==> config.mk <==
export PLATFORM = sky130hd
export DESIGN_NAME = can_bit_destuff
export DESIGN_NICKNAME = d
export VERILOG_FILES = /design/src/rtl/can_bit_destuff_pkg.sv /design/src/rtl/can_bit_destuff.sv
export SDC_FILE = /design/constraint.sdc
export NUM_CORES = 1
export LEC_CHECK = 0
export CAP_MARGIN = 20
export CORE_MARGIN = 1.5
export CORE_UTILIZATION = 45
export CTS_CLUSTER_SIZE = 8
export DETAILED_ROUTE_END_ITERATION = 7
export PLACE_DENSITY = 0.81
export SLEW_MARGIN = 20
export SYNTH_ARGS = -nofsm -noshare
export SYNTH_HDL_FRONTEND = slang
export SYNTH_SLANG_ARGS = --single-unit
==> constraint.sdc <==
create_clock -name clk -period 3.2 [get_ports clk]
set_input_delay 0.64 -clock clk [delete_from_list [all_inputs] [get_ports clk]]
set_output_delay 0.64 -clock clk [all_outputs]
set_load 0.03 [all_outputs]
==> src/rtl/can_bit_destuff_pkg.sv <==
// Shared CAN definitions: frame field constants, the bit-destuffer FSM state
// encoding and the default stuffing run length.
package can_bit_destuff_pkg;

  // A run of this many equal bits is followed by a complementary stuff bit.
  localparam int STUFF_LEN_DEFAULT = 5;

  // CAN frame field sizes
  localparam int ID_STD_W = 11;
  localparam int ID_EXT_W = 29;
  localparam int DLC_W    = 4;
  localparam int CRC_W    = 15;
  localparam int EOF_LEN  = 7;

  // CRC-15 generator polynomial x^15+x^14+x^10+x^8+x^7+x^4+x^3+1
  localparam logic [CRC_W-1:0] CRC_POLY = 15'h4599;

  typedef enum logic [1:0] {
    ST_IDLE  = 2'd0,
    ST_RUN   = 2'd1,
    ST_STUFF = 2'd2,
    ST_ERR   = 2'd3
  } destuff_state_e;

endpackage

==> src/rtl/can_bit_destuff.sv <==
// CAN receive bit destuffer.
// Removes the complementary stuff bit that follows every run of STUFF_LEN
// equal bits inside the destuff window and flags a stuff violation when that
// bit is not complementary. Delivered bits feed the downstream CRC stage.
//
// Ports:
//   clk        - clock, all state changes on the rising edge
//   rst        - synchronous active-high reset
//   bit_strobe - one-cycle pulse at the sample point of rx_bit
//   rx_bit     - sampled bus bit (1 = recessive, 0 = dominant)
//   destuff_en - high from SOF through the last CRC bit
//   dout       - destuffed data bit, holds while dout_valid is low
//   dout_valid - one-cycle strobe per delivered bit
//   stuff_drop - one-cycle strobe per removed stuff bit
//   stuff_err  - sticky stuff-violation flag, cleared when destuff_en drops
//   bit_cnt    - saturating count of delivered bits in the current window
module can_bit_destuff
  import can_bit_destuff_pkg::*;
#(
  parameter int STUFF_LEN = STUFF_LEN_DEFAULT,
  parameter int CNT_W     = 8
) (
  input  logic             clk,
  input  logic             rst,
  input  logic             bit_strobe,
  input  logic             rx_bit,
  input  logic             destuff_en,
  output logic             dout,
  output logic             dout_valid,
  output logic             stuff_drop,
  output logic             stuff_err,
  output logic [CNT_W-1:0] bit_cnt
);

  localparam int RUN_W = $clog2(STUFF_LEN + 1);
  localparam logic [RUN_W-1:0] RUN_ONE = RUN_W'(1);
  localparam logic [RUN_W-1:0] RUN_MAX = RUN_W'(STUFF_LEN);

  destuff_state_e   state;
  logic [RUN_W-1:0] run_len;
  logic             last_bit;
  logic [RUN_W-1:0] run_next;

  function automatic logic [CNT_W-1:0] sat_inc(input logic [CNT_W-1:0] v);
    return (&v) ? v : v + CNT_W'(1);
  endfunction

  // Run length after accepting rx_bit in RUN; the guard keeps the counter
  // bounded by STUFF_LEN even though RUN never sees a full run.
  always_comb begin
    run_next = RUN_ONE;
    if ((rx_bit == last_bit) && (run_len != RUN_MAX))
      run_next = run_len + RUN_ONE;
  end

  always_ff @(posedge clk) begin
    if (rst) begin
      state      <= ST_IDLE;
      run_len    <= '0;
      last_bit   <= 1'b1;
      dout       <= 1'b1;
      dout_valid <= 1'b0;
      stuff_drop <= 1'b0;
      stuff_err  <= 1'b0;
      bit_cnt    <= '0;
    end else begin
      dout_valid <= 1'b0;
      stuff_drop <= 1'b0;
      if (!destuff_en) begin
        // Leaving the window (or a strobe in the falling cycle) discards
        // everything about the current frame; dout keeps its last value.
        state     <= ST_IDLE;
        run_len   <= '0;
        last_bit  <= 1'b1;
        stuff_err <= 1'b0;
        bit_cnt   <= '0;
      end else if (bit_strobe) begin
        unique case (state)
          ST_IDLE: begin
            dout       <= rx_bit;
            dout_valid <= 1'b1;
            bit_cnt    <= sat_inc(bit_cnt);
            last_bit   <= rx_bit;
            run_len    <= RUN_ONE;
            state      <= (RUN_ONE == RUN_MAX) ? ST_STUFF : ST_RUN;
          end
          ST_RUN: begin
            dout       <= rx_bit;
            dout_valid <= 1'b1;
            bit_cnt    <= sat_inc(bit_cnt);
            last_bit   <= rx_bit;
            run_len    <= run_next;
            state      <= (run_next == RUN_MAX) ? ST_STUFF : ST_RUN;
          end
          ST_STUFF: begin
            if (rx_bit != last_bit) begin
              // The stuff bit itself opens the next run.
              stuff_drop <= 1'b1;
              last_bit   <= rx_bit;
              run_len    <= RUN_ONE;
              state      <= (RUN_ONE == RUN_MAX) ? ST_STUFF : ST_RUN;
            end else begin
              stuff_err <= 1'b1;
              state     <= ST_ERR;
            end
          end
          ST_ERR: begin
            state <= ST_ERR;
          end
          default: begin
            state <= ST_IDLE;
          end
        endcase
      end
    end
  end

endmodule

# After elaboration in Yosys (flattened, before gate mapping)

Index checks and enable logic that the tools add are counted.

Register bits after elaboration: 18
Word-level logic and storage cells: 47
Output and inout port bits: 12
Bits of input ports: 5

Add/subtract/negate cells: 2
Bitwise gates (word level): 5
Equality and inequality tests: 8
Reductions and logical operators: 14
Muxes and demuxes: 10

Operator list:

| operator                                                               | number |
|---|---|
| 3-bit AND reduction                                                    | 5 |
| 3-bit case mux with 3 select lines                                     | 1 |
| 8-bit by 1-bit adder with 8-bit output (second input constant)         | 1 |
| 2-bit case mux with 4 select lines                                     | 1 |
| 8-bit AND reduction                                                    | 1 |
| 3-bit 2-to-1 mux                                                       | 2 |
| 1-bit NOT                                                              | 5 |
| 2-bit equality test (second input constant)                            | 2 |
| 2-bit 2-to-1 mux                                                       | 2 |
| 2-bit OR reduction                                                     | 2 |
| 4-bit OR reduction                                                     | 1 |
| 3-bit by 1-bit adder with 3-bit output (second input constant)         | 1 |
| 3-bit equality test (second input constant)                            | 1 |
| 1-bit 2-to-1 mux                                                       | 3 |
| 3-bit != test (second input constant)                                  | 1 |
| 3-bit nonzero test                                                     | 1 |
| 3-bit OR reduction                                                     | 1 |
| 2-bit by 1-bit equality test with 1-bit output (second input constant) | 1 |
| 2-bit zero test                                                        | 1 |
| 2-bit != test (second input constant)                                  | 1 |
| 1-bit case mux with 2 select lines                                     | 1 |
| 2-bit nonzero test                                                     | 1 |
| 1-bit equality test                                                    | 1 |
| 1-bit logical AND                                                      | 1 |
| 1-bit != test                                                          | 1 |

# Longest topological paths before layout

Depth after elaboration: 6
Gate-level depth with buffers: 6
Gate-level depth less buffers: 6

# Least setup slack after synthesis

No wires, ideal clock.

Kind: in2reg
From: in rx_bit
To: reg state[0]
Buffers on the path: 0
Setup time: 0.117 ns
Setup slack: 1.423 ns
Stages on the path: 4
Required time: 3.083 ns
Data arrival time: 1.660 ns
Cells stage by stage: xnor2_2 > nand4_2 > or4b_4 > o211a_1

Word-level cells in the longest chain between the ends: 6

RTL lines:

| item                               | RTL line               | RTL |
|---|---|---|
| start, declared                    | can_bit_destuff.sv:26  | `input logic rx_bit,` |
| 1-bit equality test                | can_bit_destuff.sv:52  | `if ((rx_bit == last_bit) && (run_len != RUN_MAX))` |
| 1-bit logical AND                  | can_bit_destuff.sv:52  |  |
| 3-bit 2-to-1 mux                   | can_bit_destuff.sv:52  |  |
| 3-bit equality test                | can_bit_destuff.sv:93  | `state <= (run_next == RUN_MAX) ? ST_STUFF : ST_RUN;` |
| 2-bit 2-to-1 mux                   | can_bit_destuff.sv:93  |  |
| 2-bit case mux with 4 select lines | can_bit_destuff.sv:78  | `unique case (state)` |
| end signal, assigned               | can_bit_destuff.sv:85  | `state <= (RUN_ONE == RUN_MAX) ? ST_STUFF : ST_RUN;` |
| end signal, assigned               | can_bit_destuff.sv:93  |  |
| end signal, assigned               | can_bit_destuff.sv:101 | `state <= (RUN_ONE == RUN_MAX) ? ST_STUFF : ST_RUN;` |
| end, declared                      | can_bit_destuff.sv:39  | `destuff_state_e state;` |

Every way passes these cells.
A chain may end at the register's enable or synchronous reset.

# Worst setup path in the final report

From: reg bit_cnt[3]
To: out bit_cnt[3]

RTL lines:

| item                   | RTL line              | RTL |
|---|---|---|
| start, declared        | can_bit_destuff.sv:32 | `output logic [CNT_W-1:0] bit_cnt` |
| start signal, assigned | can_bit_destuff.sv:82 | `bit_cnt <= sat_inc(bit_cnt);` |
| start signal, assigned | can_bit_destuff.sv:90 | `bit_cnt <= sat_inc(bit_cnt);` |

No word-level cell between the ends.

==> key figures <==
Outcome
  • Status: finished clean

Hold path
  • Critical hold path startpoint: stuff_err$_SDFFE_PP0P_
  • Hold Path Class: register to register

Floorplan
  • Die area: approximately 0.0022 mm^2
  • Die Height: about 47 um
  • Core Region: about 0.0018 mm^2
  • Top Ports: 17
  • Die Wd: 46.7 um
  • Starting Density: approximately half
  • FP Rows: 15

Logic synthesis
  • Register area share after synthesis: between 40% and 50%
  • Syn Inst Count: just over 90
  • Synth Area per Inst: about 9.2 um^2
  • Yosys warns: 0
  • Cell area after synthesis: approximately 860 um^2
  • Ys async rst share: 0%
  • Main flop type after synthesis: dfxtp_1
  • Syn nets: roughly 100
  • Number of unique standard cell types used by synthesis: 39
  • FF+latch count, synth: 18
  • Post-synth EDFFs: 0

Setup path
  • Max incr delay on CP: between 0.7 and 0.8 ns
  • CP endpoint kind: primary output
  • Crit. Startpoint: bit_cnt[3]$_SDFFE_PP0P_
  • Crit-path max FO: 9
  • WP data required: roughly 2.6 ns
  • Critical Path Start Type: register
  • CP delay by family, top: buffers and inverters
  • Kind of critical path: register to primary output
  • Slowest cell on the critical path: clkdlybuf4s50_1
  • Critical Path AT: about 1.5 ns
  • RR Startpoint: run_len[1]$_SDFFE_PP0P_
  • Crit path cell chain: clkdlybuf4s50_1
  • CP Buf/Inv Count: 1

Power and ir drop
  • Comb power frac: a little over a tenth
  • Internal power: a little under 300 uW
  • Share of total power in the clock network: roughly 28%
  • Overall power: 381 uW
  • Maximum vdd drop: between 0.0003 and 0.0004 V
  • Pwr dens: between 300 and 400 mW/mm^2
  • Sequential Power Share: 61.0%
  • Sw Pwr: between 90 and 100 uW
  • Leakage: 0.000374 uW
  • Sw frac: a little under a quarter

Routing
  • Detailed Route Iter0 Violations: 16
  • Vias/cell: approximately 5.5
  • Antenna viol nets, final: 0
  • Drt total wl: approximately 1.6 mm
  • Vias: ~750
  • 1st-pass router iterations: 4
  • Routed WL per cell: between 10 and 15 um
  • Number of remaining DRC errors: 0

Timing
  • Clk_skew: 0.00512 ns
  • Final setup viols: 0
  • Max_slew headroom: between 40% and 50%
  • Slew @ Worst Pin: 0.778 ns
  • Fin. max-slew vios: 0
  • Min Hold Slack: between 0.4 and 0.5 ns
  • Post-route minimum period: 2.10 ns
  • Setup TNS Final: 0 ns
  • PnR worst setup slack: between 1 and 1.5 ns
  • Unrepaired setup endpoints after global routing: false
  • Crit share post-route: about two thirds
  • Endpoints failing hold: 0
  • Fmax: around 0.48 GHz

Global route
  • First-pass GRT wire length: ~2.6 mm
  • Largest net degree at the start of global routing: 12
  • Tot GR Track Use: around 17%
  • Remaining global-route overflow: 0
  • Antenna violations before repair: 0
  • Vias in the first global route: ~630

CTS
  • Clock buffer count from CTS: 3
  • H-tree depth: 1
  • Clk_lat worst skew: between 0.2 and 0.3 ns
  • Clock Tree Buf Depth: 2
  • Setup bufs post-CTS: 0
  • CTS sink count: 18
  • CTS clock-pin slew for the worst setup and hold paths: roughly 0.09 ns
  • Clock Tree Root: clkbuf_4
  • Cts hold-fix bufs: 0
  • CTS tree: yes
  • CTS-repair resized insts: 0

Layout
  • Design Area, Final: between 0.001 and 0.0015 mm^2
  • Layout Nets: 120
  • N_diodes: 0
  • # fillers: approximately 170
  • Commonest non-fill, non-tap cells in the layout: 18 x dfxtp_1, 16 x clkdlybuf4s50_1, 8 x nor2_1
  • Commonest non-fill, non-tap cell in the layout: dfxtp_1
  • Share of cells above drive strength 1: slightly above 8%
  • Area Overhead vs Synth: 23.6%

Placement
  • Final HPWL DP: 1.21 mm
  • Dpl ws: just over 0.8 ns
  • Area post-placement: 0.00104 mm^2
  • Final GP Congestion: ~0.83
  • IO Port Bufs: 16

Run
  • Max Cap Viol: 0
state kept, by name (all words and copies together), names as in the netlist:
| signal | flops |
|---|---|
| dout_valid | 1 |
| last_bit | 1 |
| bit_cnt | 8 |
| stuff_err | 1 |
| run_len | 3 |
| stuff_drop | 1 |
| dout | 1 |
| state | 2 |
synthesized netlist by cell type (2+ instances only):
master,instances,area (um^2)
dfxtp_1,18,360
nor2_1,8,30.0
nand3_1,7,35.0
a21oi_1,5,25.0
nand2_1,5,18.8
nor3_1,4,20.0
o21ai_0,4,20.0
a31oi_1,3,18.8
ha_1,3,37.5
a211oi_1,2,15.0
a21boi_0,2,15.0
and3_1,2,12.5
and4_1,2,17.5
nand2b_1,2,12.5
nor2b_1,2,12.5
worst paths after layout:
check,endpoint,slack (ns),depth (start not counted)
worst max-delay path,bit_cnt[3],1.10,1
worst min-delay path,stuff_err$_SDFFE_PP0P_,0.49,2
worst max register to register,state[0]$_SDFFE_PP0P_,1.51,6
worst min register to register,stuff_err$_SDFFE_PP0P_,0.49,2
per-layer routing:
metal / global-route usage [%] / share of wire, %
met1: 21.6 / 46
met2: 26.1 / 46
met3: 5.88 / 6.7
met4: 5.56 / 0.93
met5: 0 / 0
per-stage QoR:
stage	instances	utilization [%]
after floorplan	93	-
after global placement	132	58.9
after detailed placement	132	58.9
after CTS	135	60.1
after global routing	135	60.1
final	135	60.1
tightest hold or removal path: stages, from the launching register on:
cell	delay [ns]
dfxtp_1	0.34
a31oi_1	0.04
nor2_1	0.07
area by class of cell:
class	count	area [um^2]	share of cell area (%)
clock buffers	3	22.5	2.12
inverters	1	3.75	0.354
multi-input cells	72	483	45.5
flip-flops and latches	18	360	34.0
well taps	25	31.3	2.95
repair buffers	16	160	15.1
kinds of logic (layout without fill, tap and decap cells):
kind of cell	after synthesis	in the layout	synth area share [%]
AND/OR/NAND/NOR	41	41	27.7
XOR/XNOR	3	3	3.94
multiplexers	1	1	1.17
flip-flops	18	18	42.0
buffers and inverters	3	20	1.75
AO/OA/AOI/OAI	24	24	19.1
adder cells (fa/ha/maj)	3	3	4.37
power by group through the flow:
stage	clock [uW]	sequential, uW	combinational [uW]
floorplan	0	241	21.7
global placement	0	237	40.1
detailed placement	0	238	41.2
CTS	112	232	41.2
global route	121	233	44.1
finish	107	232	41.1
Power figures use the tool's default switching activity.
==> patch, RTL diff (config.mk and constraints unchanged) <==
Register the output `stuff_drop` once more, with the module's reset; this adds one clock of latency there. The other outputs are not delayed to match. Comments in the files are not updated.
--- a/src/rtl/can_bit_destuff.sv
+++ b/src/rtl/can_bit_destuff.sv
@@ -36,6 +36,8 @@
   localparam logic [RUN_W-1:0] RUN_ONE = RUN_W'(1);
   localparam logic [RUN_W-1:0] RUN_MAX = RUN_W'(STUFF_LEN);
 
+  logic stuff_drop_s0;
+
   destuff_state_e   state;
   logic [RUN_W-1:0] run_len;
   logic             last_bit;
@@ -60,12 +62,12 @@
       last_bit   <= 1'b1;
       dout       <= 1'b1;
       dout_valid <= 1'b0;
-      stuff_drop <= 1'b0;
+      stuff_drop_s0 <= 1'b0;
       stuff_err  <= 1'b0;
       bit_cnt    <= '0;
     end else begin
       dout_valid <= 1'b0;
-      stuff_drop <= 1'b0;
+      stuff_drop_s0 <= 1'b0;
       if (!destuff_en) begin
         // Leaving the window (or a strobe in the falling cycle) discards
         // everything about the current frame; dout keeps its last value.
@@ -95,7 +97,7 @@
           ST_STUFF: begin
             if (rx_bit != last_bit) begin
               // The stuff bit itself opens the next run.
-              stuff_drop <= 1'b1;
+              stuff_drop_s0 <= 1'b1;
               last_bit   <= rx_bit;
               run_len    <= RUN_ONE;
               state      <= (RUN_ONE == RUN_MAX) ? ST_STUFF : ST_RUN;
@@ -115,5 +117,13 @@
     end
   end
 
+  always_ff @(posedge clk) begin
+    if (rst) begin
+      stuff_drop <= '0;
+    end else begin
+      stuff_drop <= stuff_drop_s0;
+    end
+  end
+
 endmodule
 
Behaviour: not the same (Yosys sat finds a counterexample within 10 cycles, from zero or initial values and one cycle with rst high).
==> patch against the original RTL <==
Synthesized area is 1.9% higher; sequential cell count up 1; count of clock-buffer cells in the layout rose by 1; combinational power rose by 4%; total power grew 8.2%; wire length increased by 6.3%; cell area rose by 2.6%; worst setup slack worse by 0.041 ns; critical endpoint unchanged; highest routed layer unchanged.
==> patch: results (changes against the original RTL) <==
metric	value	unit	change
flops_and_latches	19		+1
wl_per_cell	12.1	um	+1.8%
synth_cell_type_count	35		-10%
synth_area_leaders	dfxtp_1 (43%), nor2_1 (4.7%), a21oi_1 (4.6%)		
holdPathEnd	stuff_drop		
multi_input_area	487	um^2	+0.78%
synth_common_cells	dfxtp_1 (19), nor2_1 (11), a21oi_1 (8)		
grt_pass1_vias	638		+0.79%
fin_area	1090	um^2	+2.6%
grt_usage	17.2	%	+0.37 points
multi_input_gates	76		+5.6%
whs	0.457	ns	-0.0302 ns
status	completed		
peakVddDrop	223	uV	-31%
hp-start	stuff_drop_s0		
clockBufferCount	4		+1
buf_share	14.7	%	-0.38 points
skew	0.00420	ns	-0.000918 ns
p_leak	0.000383	uW	+2.6%
path_clk_slew	0.11	ns	+0.02 ns
layout.nets	125		+4.2%
fill_cells	158		-8.7%
crit_arrival	1.50	ns	+0.04 ns
gp_congestion	0.779		-6.5%
ys_seq_area_share	43.5	%	+1.5 points
-- patch: how the worst max path moves through the flow --
| stage | from | endpoint | slack, ns |
|---|---|---|---|
| 6_report | bit_cnt[3] | bit_cnt[3] | 1.06 |
| 5_1_grt | bit_cnt[3] | bit_cnt[3] | 0.95 |
| 4_1_cts | bit_cnt[3] | bit_cnt[3] | 1.06 |
| 3_5_place_dp | bit_strobe | bit_cnt[5] | 0.83 |
| 3_3_place_gp | bit_strobe | bit_cnt[5] | 0.85 |
| 2_1_floorplan | rx_bit | state[0] | 1.44 |
-- patch: metal layers --
layer	track usage, %	up-vias	part of all wire [%]
met5	0	-	0
met4	9.44	0	1.5
met3	3.85	4	5.2
met2	26.0	24	47
met1	22.5	364	46
li1	-	394	-
-- patch: worst register-to-register path: stages, from the launching register on --
cell and delay [ns]:
dfxtp_1 0.37, inv_1 0.05, ha_1 0.18, a21bo_2 0.22
or3_1 0.35, nor4b_1 0.34, a211oi_1 0.12
-- patch: cell families (layout without fill, tap and decap cells) --
kind of cell | count (synthesis) | after routing | synth area share (%)
adders and majority gates | 3 | 3 | 4.29
xor gates and xnor gates | 3 | 3 | 3.00
and+or+nand+nor | 45 | 45 | 29.0
buffers and inverters | 2 | 21 | 0.858
AOI/OAI and AO/OA | 25 | 25 | 19.3
DFF | 19 | 19 | 43.5
-- patch: metrics by stage --
step | cells | utilization (%)
after floorplan | 97 | -
after global placement | 137 | 59.6
after detailed placement | 137 | 59.6
after CTS | 141 | 61.1
after global routing | 141 | 61.1
final | 141 | 61.1
-- patch: power breakdown --
part / internal, uW / switching (uW)
Combinational: 18.0 / 24.5
Sequential: 241 / 4.40
Clock: 48.6 / 75.5
